===== src/rtl/dr_tx_rtz.sv =====
// Clocked-to-dual-rail transmitter: sends each accepted word as one dual-rail DATA wavefront,
// followed by a NULL spacer, using a 4-phase return-to-zero handshake on an asynchronous ack.
//
// state | meaning
// IDLE  | NULL on the rails, accepting a word when ack_s is low
// DATA  | codeword held on the rails until ack_s rises
// NULLW | NULL on the rails, waiting for ack_s to fall
// SPACE | NULL held for NULL_HOLD cycles before returning to IDLE
module dr_tx_rtz #(
  parameter int WIDTH       = 8,
  parameter int SYNC_STAGES = 2,
  parameter int NULL_HOLD   = 1,
  parameter int TIMEOUT     = 0
) (
  input  logic             clk,
  input  logic             reset,
  input  logic             in_valid,
  input  logic [WIDTH-1:0] in_data,
  output logic             in_ready,
  output logic [WIDTH-1:0] d0,
  output logic [WIDTH-1:0] d1,
  input  logic             ack_in,
  output logic             busy,
  output logic             err_timeout,
  input  logic             err_clr
);

  localparam int TW = (TIMEOUT > 0) ? $clog2(TIMEOUT + 1) : 1;
  localparam int HW = (NULL_HOLD > 1) ? $clog2(NULL_HOLD) : 1;

  typedef enum logic [1:0] {IDLE, DATA, NULLW, SPACE} state_t;

  state_t                 state;
  logic [SYNC_STAGES-1:0] sync_q;
  logic [SYNC_STAGES-1:0] fill_q;
  logic [TW-1:0]          tcnt;
  logic [HW-1:0]          hcnt;
  logic                   ack_s;
  logic                   waiting;
  logic                   to_hit;
  logic                   ready_nxt;

  assign ack_s   = sync_q[SYNC_STAGES-1];
  assign waiting = ((state == DATA) && !ack_s) || ((state == NULLW) && ack_s);
  assign to_hit  = (TIMEOUT > 0) && waiting && (tcnt == TW'(TIMEOUT - 1));

  // fill_q marks synchronizer stages that hold a real sample since reset, so a
  // stale ack that was high across reset cannot open in_ready before it is seen.
  assign ready_nxt = fill_q[SYNC_STAGES-2] && !sync_q[SYNC_STAGES-2];

  always_ff @(posedge clk) begin
    if (reset) begin
      state       <= IDLE;
      sync_q      <= '0;
      fill_q      <= '0;
      d0          <= '0;
      d1          <= '0;
      in_ready    <= 1'b0;
      busy        <= 1'b0;
      err_timeout <= 1'b0;
      tcnt        <= '0;
      hcnt        <= '0;
    end else begin
      sync_q   <= {sync_q[SYNC_STAGES-2:0], ack_in};
      fill_q   <= {fill_q[SYNC_STAGES-2:0], 1'b1};
      in_ready <= 1'b0;

      if (to_hit)
        err_timeout <= 1'b1;
      else if (err_clr)
        err_timeout <= 1'b0;

      if (waiting && (tcnt != TW'(TIMEOUT)))
        tcnt <= tcnt + TW'(1);

      case (state)
        IDLE: begin
          if (in_valid && in_ready) begin
            d1    <= in_data;
            d0    <= ~in_data;
            busy  <= 1'b1;
            tcnt  <= '0;
            state <= DATA;
          end else begin
            in_ready <= ready_nxt;
          end
        end
        DATA: begin
          if (ack_s) begin
            d0    <= '0;
            d1    <= '0;
            tcnt  <= '0;
            state <= NULLW;
          end
        end
        NULLW: begin
          if (!ack_s) begin
            hcnt  <= HW'(NULL_HOLD - 1);
            state <= SPACE;
          end
        end
        SPACE: begin
          if (hcnt == '0) begin
            busy     <= 1'b0;
            in_ready <= ready_nxt;
            state    <= IDLE;
          end else begin
            hcnt <= hcnt - HW'(1);
          end
        end
        default: state <= IDLE;
      endcase
    end
  end

endmodule


===== config.mk =====
export PLATFORM = sky130hd
export DESIGN_NAME = dr_tx_rtz
export DESIGN_NICKNAME = d
export VERILOG_FILES = /design/src/rtl/dr_tx_rtz.sv
export SDC_FILE = /design/constraint.sdc
export NUM_CORES = 1
export LEC_CHECK = 0
export CORE_AREA = 2 2 71 73
export CTS_CLUSTER_DIAMETER = 80
export DETAILED_ROUTE_END_ITERATION = 16
export DIE_AREA = 0 0 73 75
export HOLD_SLACK_MARGIN = 0.06
export PLACE_DENSITY = 0.47
export SYNTH_ARGS = -nofsm -noshare
export SYNTH_HDL_FRONTEND = slang
export SYNTH_SLANG_ARGS = --single-unit

===== constraint.sdc =====
create_clock -name clk -period 1.7 [get_ports clk]
set_input_delay 0.34 -clock clk [delete_from_list [all_inputs] [get_ports clk]]
set_output_delay 0.34 -clock clk [all_outputs]
set_load 0.02 [all_outputs]

==> metrics.md <==
| Metric | Value |
|---|---|
| Clk buf depth | 2 |
| Final setup viols | 0 |
| Run status | completed |
| Area after DPL | 1510 um2 |
| Row count | 25 |
| Worst path max stage delay | 630 ps |
| Main combinational cell family by area after synthesis | compound AO/OA/AOI/OAI gates |
| Pleak | 0.607 nW |
| Filler Cells Inserted | 471 |
| Synth area leaders | dfxtp_1, o31ai_1, a21oi_1 |
| Post-DRT Antenna Nets | 0 |
| Worst vdd rail ir drop | 697 uV |
| Peak Freq | 0.621 GHz |
| Hold Fails Final Rpt | 0 |
| CP max stage cell | clkdlybuf4s50_1 |
| Via density | 4.95 |
| Slew Limit Fails | 0 |
| Diodes inserted | 0 |
| Setup_tns | 0 ps |
| Placeable Area | 4660 um2 |
| Commonest non-fill, non-tap cell in the layout | clkdlybuf4s50_1 |
| Dpl ws | -130 ps |
| Final wirelength | 3.04 mm |
| Most frequent cells in the layout | clkdlybuf4s50_1, dfxtp_1, a21oi_1 |
| DRC | 0 |
| Library cells used by synthesis | 28 |
| CTS Buf Count | 3 |
| Sequential-to-total area share from yosys stat | 0.406 |
| Final cell count without fillers | 209 |
| Setup crit end | d0[0]$_SDFFE_PP0P_ |
| Synth Cell Area | 1130 um2 |
| Final GP Congestion | 0.782 |
| Vias post-DR | 1034 |
| R2R setup slack | 100 ps |
| Clock Latency Late Sink | 260 ps |
| Die Area | 5480 um2 |
| Initial DRT Pass Iterations | 4 |
| Postcts setup bufs | 0 |
| GR Util All Layers | 0.108 |
| Register-to-Register Path Depth | 5 |
| Iteration-0 DRC Markers | 41 |
| Remaining global-route overflow | 0 |
| Largest net degree at the start of global routing | 29 |
| Clock Skews | 2.89 ps |
| I/O Pins | 32 |
| Period minus WS final | 1610 ps |
| Hold crit path type | reg2reg |
| Pwr Density | 1480 nW/um2 |
| Starting Density | 0.243 |
| Final worst-path cycle share | 0.948 |
| Syn-to-layout area delta | 39.7% |
| Port buffer count | 29 |
| Root buf cell | clkbuf_8 |
| CP startpoint kind | input port |
| Proportion of layout cells with a drive suffix above 1 | 0.135 |
| Chip Width | 73 um |
| WHS | 474 ps |
| Post-synth top area cell | dfxtp_1 |
| Area share of fa/ha/maj cells after synthesis | 0.0662 |
| Worst EP arrival | 1810 ps |
| Avg Cell Area, Syn | 9.30 um2 |
| XOR/XNOR share of the synthesized area | 0 |
| Seq cells post-synth | 23 |
| Setup WS post-layout | 88.6 ps |
| WP data required | 1900 ps |
| Clock transition at path regs | 80 ps |
| Die height | 75 um |
| HP Start | d1[7]$_SDFFE_PP0P_ |
| Initial antenna violation count | 0 |
| Net count, final | 175 |
| Vias in the first global route | 996 |
| Post-synth top area share | 0.406 |
| Placed insts | 204 |
| MaxCap Viol Count | 0 |
| Crit Path Category | in2reg |
| CTS H-tree lvls | 1 |
| R2r endpoint | d0[0]$_SDFFE_PP0P_ |
| Clk sinks | 23 |
| Synthesized netlist cell count | 122 |
| Routed len/inst | 14.5 um |
| Yosys warnings | 0 |
| Crit-path max FO | 14 |
| CTS tree | done |
| CP endpoint kind | flip-flop |
| Fin area | 1590 um2 |
| Critical path launch point | in_valid |
| RSZ-0062 raised after global routing | no |
| Worst reg2reg path startpoint | state[0]$_SDFFE_PP0P_ |
| Critical path, cell by cell | clkdlybuf4s50_1 -> a21boi_4 -> or4_1 -> a21oi_1 |
| Syn nets | 141 |
| HPWL Detailed | 2.19 mm |
| Post-synthesis mux area share | 0.00882 |
| Post-synthesis compound-gate area fraction | 0.239 |
| Post-Synth Simple-Gate Area | 0.209 |
| First-pass GRT wire length | 4.52 mm |
synthesized netlist by cell type, drive strengths merged:
library cell	instances
a211oi	1
conb	1
nor2b	3
nand4	8
clkbuf	2
buf	10
or3	1
a21oi	18
inv	3
dfxtp	23
o21a	2
o21ai	1
nor2	3
or2	1
and2b	8
nand2	2
a21bo	1
nor4b	1
o31ai	16
a21boi	1
or4	8
mux2i	1
nand2b	1
ha	6
through the flow:
| step | total power [mW] | util |
|---|---|---|
| after global placement | 1.95 | 0.324 |
| after detailed placement | 1.97 | 0.324 |
| final | 2.34 | 0.340 |
| after CTS | 2.34 | 0.335 |
| after floorplan | 1.50 | - |
| after global routing | 2.51 | 0.340 |
layout make-up:
cell class	count	area [um2]	area share
Multi-Input combinational cell	85	624	0.394
Tap cell	54	67.6	0.0426
Clock buffer	4	45.0	0.0284
Sequential cell	23	462	0.291
Timing Repair Buffer	40	375	0.237
Inverter	3	11.3	0.00710
worst min-delay path by stage:
stage	slack, ps	depth (start not counted)	end
after floorplan	430	1	fill_q[0]$_DFF_P_
after global placement	460	2	d0[6]$_SDFFE_PP0P_
after detailed placement	470	2	d1[6]$_SDFFE_PP0P_
after CTS	480	2	d0[4]$_SDFFE_PP0P_
after global routing	490	2	d0[4]$_SDFFE_PP0P_
final	470	2	d1[7]$_SDFFE_PP0P_
worst max-delay path, delay by kind of cell:
family                 cells  cell delay, ps
buffers and inverters      1             630
AND/OR/NAND/NOR            1             500
AO/OA/AOI/OAI              2             330
repair_timing:
action | 4_1_cts | 5_1_grt
hold buffers | 0 | 0
gates resized for setup | 1 | 4
gates cloned | 0 | 1
pin swaps | 0 | 0
setup endpoints to repair | 7 | 15
flip-flops by register name (all words and copies together), names as in the netlist:
signal / flops
fill_q: 1
sync_q: 2
d1: 8
in_ready: 1
d0: 8
state: 2
busy: 1
where the power goes:
part	switching (mW)	internal [mW]	leakage [nW]
logic	0.653	0.564	0.396
registers	0.0935	0.687	0.188
clock network	0.178	0.167	0.0228
total	0.925	1.42	0.607
per-layer routing:
| metal | wire, um | track usage |
|---|---|---|
| met1 | 1360 | 0.136 |
| met2 | 1530 | 0.183 |
| met3 | 111 | 0.0281 |
| met4 | 27 | 0.0288 |
| met5 | 0 | 0 |
logic make-up after synthesis:
logic type	Yosys count
other	1
DFF	23
adders and majority gates	6
AOI/OAI and AO/OA	40
and+or+nand+nor	36
muxes	1
buffers and inverters	15
(Power assumes the default switching activity.)
